**src/rtl/led_matrix_scan_pkg.sv**
```systemverilog
// rtl/led_matrix_scan_pkg.sv - shared types and constants for the LED matrix scan generator
package led_matrix_scan_pkg;

    localparam int BRIGHTNESS_BITS = 6;
    localparam int ROW_ADDR_BITS   = 4;
    localparam int PLANE_BITS      = 3;

    typedef enum logic [1:0] {
        ST_LOAD    = 2'd0,
        ST_LATCH   = 2'd1,
        ST_GUARD   = 2'd2,
        ST_DISPLAY = 2'd3
    } scan_state_t;

    // One-hot bitplane selector for a bitplane index.
    function automatic logic [BRIGHTNESS_BITS-1:0] plane_to_mask(input logic [PLANE_BITS-1:0] p);
        return BRIGHTNESS_BITS'(1) << p;
    endfunction

endpackage

```
**src/rtl/led_matrix_scan_bcm_timer.sv**
```systemverilog
// rtl/led_matrix_scan_bcm_timer.sv - bcm_display_timer: counts BASE_CYCLES<<plane display cycles
module bcm_display_timer
    import led_matrix_scan_pkg::*;
#(
    parameter int  BASE_CYCLES = 1,
    localparam int CW          = $clog2(BASE_CYCLES * 32 + 1)
) (
    input  logic                  clk_in,
    input  logic                  reset,
    input  logic                  load,
    input  logic [PLANE_BITS-1:0] plane,
    input  logic                  tick,
    output logic                  done
);

    // Remaining display cycles after the current one; zero marks the last cycle.
    logic [CW-1:0] count;

    // Load the weighted duration minus one, then count down once per display cycle.
    always_ff @(posedge clk_in or posedge reset) begin
        if (reset) begin
            count <= '0;
        end else if (load) begin
            count <= (CW'(BASE_CYCLES) << plane) - CW'(1);
        end else if (tick && (count != '0)) begin
            count <= count - CW'(1);
        end
    end

    assign done = (count == '0);

endmodule

```
**src/rtl/led_matrix_scan.sv**
```systemverilog
// rtl/led_matrix_scan.sv - HUB75 BCM scan-timing generator; MATRIX_SCAN_GUARD_EN adds 2 blanking cycles after latch
module led_matrix_scan
    import led_matrix_scan_pkg::*;
#(
    parameter int  PIXEL_WIDTH              = 64,
    parameter int  PIXEL_HALFHEIGHT         = 16,
    parameter int  BRIGHTNESS_BASE_CYCLES   = 1,
    localparam int _NUM_COLUMN_ADDRESS_BITS = $clog2(PIXEL_WIDTH)
) (
    input  logic                                clk_in,
    input  logic                                reset,
    output logic [_NUM_COLUMN_ADDRESS_BITS-1:0] column_address,
    output logic [ROW_ADDR_BITS-1:0]            row_address,
    output logic [ROW_ADDR_BITS-1:0]            row_address_active,
    output logic                                clk_pixel_load,
    output logic                                clk_pixel,
    output logic                                row_latch,
    output logic                                output_enable,
    output logic [BRIGHTNESS_BITS-1:0]          brightness_mask
);

    localparam logic [_NUM_COLUMN_ADDRESS_BITS-1:0] LAST_COL   = _NUM_COLUMN_ADDRESS_BITS'(PIXEL_WIDTH - 1);
    localparam logic [ROW_ADDR_BITS-1:0]            LAST_ROW   = ROW_ADDR_BITS'(PIXEL_HALFHEIGHT - 1);
    localparam logic [PLANE_BITS-1:0]               LAST_PLANE = PLANE_BITS'(BRIGHTNESS_BITS - 1);

    // The state/counter registers name the position emitted on the next edge;
    // the output registers show the position of the current cycle.
    scan_state_t                         state;
    logic                                phase;
    logic [_NUM_COLUMN_ADDRESS_BITS-1:0] col_cnt;
    logic [ROW_ADDR_BITS-1:0]            row_cnt;
    logic [PLANE_BITS-1:0]               plane;
    logic                                timer_done;
`ifdef MATRIX_SCAN_GUARD_EN
    logic                                guard_cnt;
`endif

    bcm_display_timer #(
        .BASE_CYCLES (BRIGHTNESS_BASE_CYCLES)
    ) u_timer (
        .clk_in (clk_in),
        .reset  (reset),
        .load   (state == ST_LATCH),
        .plane  (plane),
        .tick   (state == ST_DISPLAY),
        .done   (timer_done)
    );

    // Scan FSM: emit registered panel signals for the current position, then advance.
    always_ff @(posedge clk_in or posedge reset) begin
        if (reset) begin
            state              <= ST_LOAD;
            phase              <= 1'b0;
            col_cnt            <= '0;
            row_cnt            <= '0;
            plane              <= '0;
`ifdef MATRIX_SCAN_GUARD_EN
            guard_cnt          <= 1'b0;
`endif
            column_address     <= '0;
            row_address        <= '0;
            row_address_active <= '0;
            clk_pixel_load     <= 1'b0;
            clk_pixel          <= 1'b0;
            row_latch          <= 1'b0;
            output_enable      <= 1'b0;
            brightness_mask    <= BRIGHTNESS_BITS'(1);
        end else begin
            clk_pixel_load  <= 1'b0;
            clk_pixel       <= 1'b0;
            row_latch       <= 1'b0;
            output_enable   <= 1'b0;
            column_address  <= col_cnt;
            row_address     <= row_cnt;
            brightness_mask <= plane_to_mask(plane);
            // The displayed row follows the loaded row on the edge that ends the latch pulse.
            if (row_latch) begin
                row_address_active <= row_address;
            end
            case (state)
                ST_LOAD: begin
                    if (!phase) begin
                        clk_pixel_load <= 1'b1;
                        phase          <= 1'b1;
                    end else begin
                        clk_pixel <= 1'b1;
                        phase     <= 1'b0;
                        if (col_cnt == LAST_COL) begin
                            col_cnt <= '0;
                            state   <= ST_LATCH;
                        end else begin
                            col_cnt <= col_cnt + 1'b1;
                        end
                    end
                end
                ST_LATCH: begin
                    row_latch <= 1'b1;
`ifdef MATRIX_SCAN_GUARD_EN
                    guard_cnt <= 1'b0;
                    state     <= ST_GUARD;
`else
                    state     <= ST_DISPLAY;
`endif
                end
`ifdef MATRIX_SCAN_GUARD_EN
                ST_GUARD: begin
                    guard_cnt <= ~guard_cnt;
                    if (guard_cnt) begin
                        state <= ST_DISPLAY;
                    end
                end
`endif
                ST_DISPLAY: begin
                    output_enable <= 1'b1;
                    if (timer_done) begin
                        state <= ST_LOAD;
                        if (plane == LAST_PLANE) begin
                            plane   <= '0;
                            row_cnt <= (row_cnt == LAST_ROW) ? '0 : row_cnt + 1'b1;
                        end else begin
                            plane <= plane + 1'b1;
                        end
                    end
                end
                default: begin
                    state <= ST_LOAD;
                end
            endcase
        end
    end

endmodule

```
**config.mk**
```make
export PLATFORM = sky130hd
export DESIGN_NAME = led_matrix_scan
export DESIGN_NICKNAME = d
export VERILOG_FILES = /design/src/rtl/led_matrix_scan_pkg.sv /design/src/rtl/led_matrix_scan_bcm_timer.sv /design/src/rtl/led_matrix_scan.sv
export SDC_FILE = /design/constraint.sdc
export NUM_CORES = 1
export LEC_CHECK = 0
export CORE_MARGIN = 4
export CORE_UTILIZATION = 58
export CTS_CLUSTER_DIAMETER = 60
export DETAILED_ROUTE_END_ITERATION = 10
export GPL_ROUTABILITY_DRIVEN = 0
export PLACE_DENSITY = 0.95
export REMOVE_ABC_BUFFERS = 1
export SLEW_MARGIN = 20
export SYNTH_ARGS = -nofsm -noshare
export SYNTH_HDL_FRONTEND = slang
export SYNTH_SLANG_ARGS = --single-unit
```
**constraint.sdc**
```tcl
create_clock -name clk_in -period 6.4 [get_ports clk_in]
set_clock_uncertainty 0.2 [all_clocks]
set_input_delay 1.6 -clock clk_in [delete_from_list [all_inputs] [get_ports clk_in]]
set_output_delay 1.6 -clock clk_in [all_outputs]
set_load 0.01 [all_outputs]
```
### Word-level counts from Yosys, hierarchy flattened

Index checks and enable logic that the tools add are counted.

| storage, ports and cells | value |
|---|---|
| register bits after elaboration | 46 |
| output and inout port bits | 24 |

| operators by class | value |
|---|---|
| equal/unequal tests | 8 |
| reductions and logical operators | 9 |
| muxes and demuxes | 15 |
| shift-type cells | 1 |
| add/subtract/negate cells | 5 |

Operators with widths:

| operator | number |
|---|---|
| $mux 6 | 3 |
| $add 6x1->6 const B | 1 |
| $eq 6x6->1 const B | 1 |
| $logic_not 6->1 | 1 |
| $mux 1 | 6 |
| $mux 2 | 3 |
| $ne 2x2->1 const B | 3 |
| $pmux 2 s3 | 1 |
| $reduce_and 3->1 | 2 |
| $reduce_bool 6->1 | 1 |
| $shl 1x3->6 const A | 1 |
| $sub 6x1->6 const B | 1 |
| $sub 6x2->6 const B | 1 |
| $add 4x1->4 const B | 1 |
| $eq 4x4->1 const B | 1 |
| $mux 4 | 1 |
| $reduce_and 2->1 | 2 |
| $add 3x1->3 const B | 1 |
| $eq 3x3->1 const B | 1 |
| $mux 3 | 1 |
| $eq 2x1->1 const B | 1 |
| $eq 2x2->1 const B | 1 |
| $logic_not 2->1 | 1 |
| $reduce_bool 2->1 | 1 |
| $logic_and 1x1->1 | 1 |

### Longest topological paths before layout

Gate-level depths: netlist (run 1).

| logic depth | value |
|---|---|
| depth in word-level cells | 4 |
| gate-level depth with buffers | 9 |
| mapped depth without buffers | 8 |

### By module

A second synthesis (run 1) with hierarchy kept.

| second synthesis, totals | value |
|---|---|
| cell total of the unflattened synthesis | 157 |
| area, all modules | 1,909.3 sq um |

Modules (own cells, without submodules):

| module | seq. area each (sq um) | instances | area each (sq um) | cells each |
|---|---|---|---|---|
| led_matrix_scan | 1,002.2 | 1 | 1,477.7 | 105 |
| bcm_display_timer | 150.1 | 1 | 431.7 | 52 |

### Worst setup path after synthesis (run 1)

OpenSTA, ideal clock, no wires.

| path | value |
|---|---|
| path kind | reg2out |
| start point | register brightness_mask[0] |
| end point | output brightness_mask[0] |
| cell stages (with the launch flop) | 1 |
| path buffers | 0 |
| data required time | 4,600 ps |
| path slack | 4,080 ps |
| arrival | 520 ps |
| cells stage by stage | dfstp_2 |

RTL lines:

| what | line | source |
|---|---|---|
| from (decl) | led_matrix_scan.sv:19 | `output logic [BRIGHTNESS_BITS-1:0] brightness_mask` |
| from (signal assigned) | led_matrix_scan.sv:75 | `brightness_mask <= plane_to_mask(plane);` |

No word-level cell between the ends.

### Final worst setup path (run 1)

| path | value |
|---|---|
| start point | register brightness_mask[0] |
| end point | output brightness_mask[0] |

No word-level cell between the ends.

==> results of run 1 <==
-- flip-flops by register name, summed over array words and instances, names as in the netlist --
| name | flops |
|---|---|
| u_timer.count | 6 |
| clk_pixel | 1 |
| plane | 3 |
| column_address | 6 |
| output_enable | 1 |
| col_cnt | 6 |
| row_address | 4 |
| clk_pixel_load | 1 |
| row_cnt | 4 |
| phase | 1 |
| row_latch | 1 |
| row_address_active | 4 |
| brightness_mask | 6 |
| state | 2 |
-- logic make-up after synthesis --
| family | count (synthesis) | synth area share (%) |
|---|---|---|
| fa+ha+maj | 6 | 3.856 |
| compound gates | 27 | 9.319 |
| mux | 9 | 5.142 |
| buf+inv | 20 | 4.242 |
| simple gates | 55 | 14.65 |
| xor+xnor | 8 | 3.599 |
| flops | 46 | 59.19 |
-- power by group --
part / switching [mW] / total, mW / internal (mW)
clock network: 0.0887 / 0.221 / 0.132
registers: 0 / 0.291 / 0.291
logic: 0.00525 / 0.00622 / 0.000974
-- worst max-delay path by stage --
stage                          to                from  depth (start not counted)  slack, ps
4_1_cts        brightness_mask[0]  brightness_mask[0]                          1       3190
5_1_grt                 row_latch           row_latch                          1       3160
3_3_place_gp   brightness_mask[0]  brightness_mask[0]                          1       3580
6_report       brightness_mask[0]  brightness_mask[0]                          1       3210
2_1_floorplan  brightness_mask[1]               reset                          1       3510
3_5_place_dp   brightness_mask[0]  brightness_mask[0]                          1       3590
-- metrics by stage --
stage          cells  instance area, µm²  utilization (%)
6_report         242                2337            74.72
5_1_grt          242                2337            74.72
4_1_cts          242                2337            74.72
3_5_place_dp     234                2226            71.16
3_3_place_gp     234                2226            71.16
2_1_floorplan    164                1913                -
-- routing by layer --
metal / global-route usage [%] / wire length (µm) / vias to the layer above
met4: 8.883 / 61 / 0
met3: 4.592 / 155 / 7
met5: 0 / 0 / -
li1: - / - / 641
met2: 35.29 / 2029 / 34
met1: 23.86 / 1525 / 689
-- cell usage in the layout, fill, tap and decap left out, drive strengths merged, types with 2 or more instances in the layout --
cell type and count:
nor3b 2, o21ai 6, xnor2 6, inv 13, nand3 6, nor3 3, ha 6, o2111ai 2
nand2 14, nand4 3, o31ai 2, a31oi 3, a21oi 5, nand2b 3, clkdlybuf4s50 25, or3 4
and2 4, bufinv 2, mux2 8, clkbuf 6, dfrtp 45, xor2 2, nor2 12, o22ai 2
-- area by class of cell --
cell class | count | area [µm²]
sequential | 46 | 1152
fill | 178 | 790.8
multi-input combinational | 105 | 711.9
timing repair buffer | 26 | 257.7
clock inverter | 2 | 60.06
tap | 44 | 55.05
clock buffer | 6 | 51.30
inverter | 13 | 48.80
==> flow_summary.ini, run 1 <==
[status]
outcome = finished clean

[clocking]
htree_levels = 2
cts_hold_buf = 0
cts_resized = 0
path_clk_slew_ps = 130
cts-root-buf = clkbuf_4
numCtsBuffers = 5
cts_num_sinks = 46
cts_buffer_depth = 2
post_cts_buffers = 0
cts_tree = done
clock_latency_ps = 350

[route]
drt_wl_total_um = 3772
ant_nets = 0
vias_per_cell = 5.665
remaining_drc_errors = 0
wire_per_inst_um = 15.59
drt_iter0_markers = 81
dr.pass1.iters = 4
vias = 1371

[synth]
synth_largest_area_cell = dfrtp_1
ys_warn_count = 0
synth_common_cells = dfrtp_1 (45), nand2_1 (14), inv_1 (13)
syn_avg_cell_area_um2 = 11.39
synth_area_um2 = 1947
ys_seq_area_share_pct = 59.19
synth_area_leaders = dfrtp_1 (58%), mux2_2 (4.6%), ha_1 (3.9%)
synth-seq-cells = 46
yosysMostFrequentCell = dfrtp_1
async_flop_share_pct = 100.0
ys_types = 39
syn_inst = 171
synth.top_cell.area_share_pct = 57.84
ys.flop_type = dfrtp_1
synth_enable_flop_cells = 0

[floorplanning]
num_rows = 20
start_util_pct = 62.24
die_area_um2 = 4347
die_width_um = 65.94
io_pins = 26
die_h_um = 65.94
coreArea_um2 = 3128

[timing]
holdWs_ps = 256.5
fin_crit_sh_pct = 49.90
finalHoldViolations = 0
slew_viol_final = 0
layout_setup_ws_ps = 3207
finalSetupTns_ps = 0
fmax_mhz = 313.1
setup_viol = 0
tightest_slew_ps = 545.0
period_minus_slack_ps = 3194
rsz0062_at_grt = false
relSlewSlack_pct = 63.67

[setup_path]
arrival_ps = 1390
rrSetupSlack_ps = 4190
cp.required_ps = 4600
reg2reg_from = u_timer.count[2]
r2r_cells = 4
cp_max_fo = 1
critPathTopFamily = flip-flops
crit_path_start_kind = register
cp-end-kind = output port
crit_path_cell_trace = clkdlybuf4s50_1
r2r-end = row_cnt[0]
cp_slowest_cell = dfstp_2
slowest_delay_ps = 530
cp_num_buf_inv = 1
path_class = register to output port

[placement]
dp_slack_ps = 3587
dpl.hpwl_um = 2736
port_buffers = 25

[power_and_ir_drop]
leakagePower_nw = 1.068
power_mw = 0.5179
cellPowerDensity_nw_per_um2 = 221.6
peakVddDrop_mv = 0.1505

[min_path]
min-delay-start = row_cnt[3]
holdPathEnd = row_address[3]
hold_depth = 0
hold_class = register to register

[flow_run]
cap_violations = 0

[global_route]
grt_pass1_vias = 1475
grt_first_pass_wirelength_um = 6665
overflow = 0
grt_use_total_pct = 20.26
grt_max_degree = 47
grt_antenna_before_repair = 0

[cells_and_area]
syn2layout_area_growth_pct = 20.05
layout-drive-gt1-share_pct = 10.61
fin_nets = 205
antennaDiodeCount = 0
Power figures use the tool's default switching activity.
==> run 2: changes to the inputs <==
CORE_UTILIZATION = 54   (was 58)
PLACE_DENSITY = 0.91   (was 0.95)
clock period = 3.1 ns   (was 6.4 ns; I/O delays follow)
==> flow_summary.ini, run 2 (synthesis gave the netlist of run 1 again) <==
[power_and_ir_drop]
peakVddDrop_mv = 0.2073
switching_share_pct = 21.78
leakagePower_nw = 1.043
pwr-share-seq_pct = 67.8
clkPwrFrac_pct = 30.6
pwr-share-comb_pct = 1.6
p_int_mw = 0.6920
cellPowerDensity_nw_per_um2 = 386.1
p_switching_mw = 0.1926

[timing]
fin_crit_sh_pct = 77.28
rsz0062_at_grt = false
finalSetupTns_ps = 0
fmax_mhz = 417.4
finalHoldViolations = 0
tightest_slew_ps = 799.5
setup_viol = 0
relSlewSlack_pct = 46.37
slew_viol_final = 0
layout_setup_ws_ps = 704.5
period_minus_slack_ps = 2396

[global_route]
grt_first_pass_wirelength_um = 5223
overflow = 0
grt_max_degree = 24
grt_pass1_vias = 1143
grt_use_total_pct = 15.70
grt_antenna_before_repair = 0

[floorplanning]
io_pins = 26
start_util_pct = 57.00
num_rows = 21
coreArea_um2 = 3416
die_area_um2 = 4630
die_h_um = 68.05
die_width_um = 68.05

[route]
dr.pass1.iters = 4
vias_per_cell = 5.359
drt_wl_total_um = 3110
remaining_drc_errors = 0
ant_nets = 0
drt_iter0_markers = 104
vias = 1313
wire_per_inst_um = 12.69

[setup_path]
rrSetupSlack_ps = 960
critPathTopFamily = flip-flops
cp_max_fo = 1
arrival_ps = 1420
cp_slowest_cell = dfstp_2
r2r_cells = 6
crit_path_cell_trace = clkdlybuf4s50_1
cp_num_buf_inv = 1
path_depth = 1
cp.required_ps = 2120
slowest_delay_ps = 540
crit_path_start_kind = register
path_class = register to output port
cp-end-kind = output port

[placement]
dpl_cell_area_um2 = 2236
port_buffers = 25
placedCellCount = 237
dp_slack_ps = 976.2
dpl.hpwl_um = 2323

[min_path]
hold_depth = 0
hold_class = register to register

[status]
outcome = finished clean

[clocking]
post_cts_buffers = 0
cts_hold_buf = 0
clock_latency_ps = 360
htree_levels = 2
cts-root-buf = clkbuf_4
path_clk_slew_ps = 130
numCtsBuffers = 5
cts_buffer_depth = 2
cts_num_sinks = 46
cts_resized = 0
cts_tree = done

[flow_run]
cap_violations = 0

[cells_and_area]
syn2layout_area_growth_pct = 17.67
fin_nets = 206
fin_cells = 245
final_cell_mix = dfrtp_1 (45), clkdlybuf4s50_1 (25), nand2_1 (14), nor2_1 (12), inv_1 (12)
antennaDiodeCount = 0
fin_area_um2 = 2291
fill_cells = 253
mostFrequentLayoutCell = dfrtp_1
layout-drive-gt1-share_pct = 10.55
==> run 2: layer usage <==
metal / vias up / GRT usage (%) / part of all wire [%]
li1: 646 / - / -
met1: 625 / 21.32 / 44
met2: 37 / 23.10 / 48
met3: 5 / 5.090 / 6.0
met4: 0 / 6.700 / 1.9
met5: - / 0 / 0
==> run 2: final cells by class <==
cell class / count / area, µm² / share of cell area [%]
tap: 46 / 57.56 / 2.512
clock buffer: 6 / 41.29 / 1.802
timing repair buffer: 27 / 265.3 / 11.58
inverter: 13 / 48.80 / 2.130
clock inverter: 2 / 13.76 / 0.6008
multi-input combinational: 105 / 711.9 / 31.08
sequential: 46 / 1152 / 50.30
==> run 2: worst register-to-register path, cell delays in order, from the launching register on <==
cell and delay (ps):
dfrtp_1 490, or3_1 470, ha_1 270, nand2b_1 90, mux2_2 330, nand3_1 80
nand4_1 100
==> run 2: path summary, 6_finish.rpt <==
kind / startpoint / endpoint
min reg2reg: row_cnt[3] / row_address[3]
max reg2reg: plane[2] / u_timer.count[4]
max in group asynchronous: reset / brightness_mask[0]
min: row_cnt[3] / row_address[3]
min in group asynchronous: reset / state[1]
max: brightness_mask[0] / brightness_mask[0]
==> run 2: stage by stage <==
| step | hold WS (ps) | util, % | total power, mW |
|---|---|---|---|
| final | 243.2 | 67.07 | 0.8846 |
| after global routing | 255.2 | 67.07 | 0.9259 |
| after CTS | 244.7 | 67.07 | 0.8964 |
| after detailed placement | 217.1 | 65.46 | 0.6263 |
| after global placement | 212.0 | 65.46 | 0.6263 |
| after floorplan | 190.5 | - | 0.6202 |
==> run 2: power groups by stage <==
stage	registers, mW	logic (mW)	clock network (mW)
floorplan	0.611	0.00878	0
global placement	0.611	0.0148	0
detailed placement	0.611	0.0149	0
CTS	0.600	0.0149	0.281
global route	0.600	0.0171	0.308
finish	0.600	0.0140	0.271
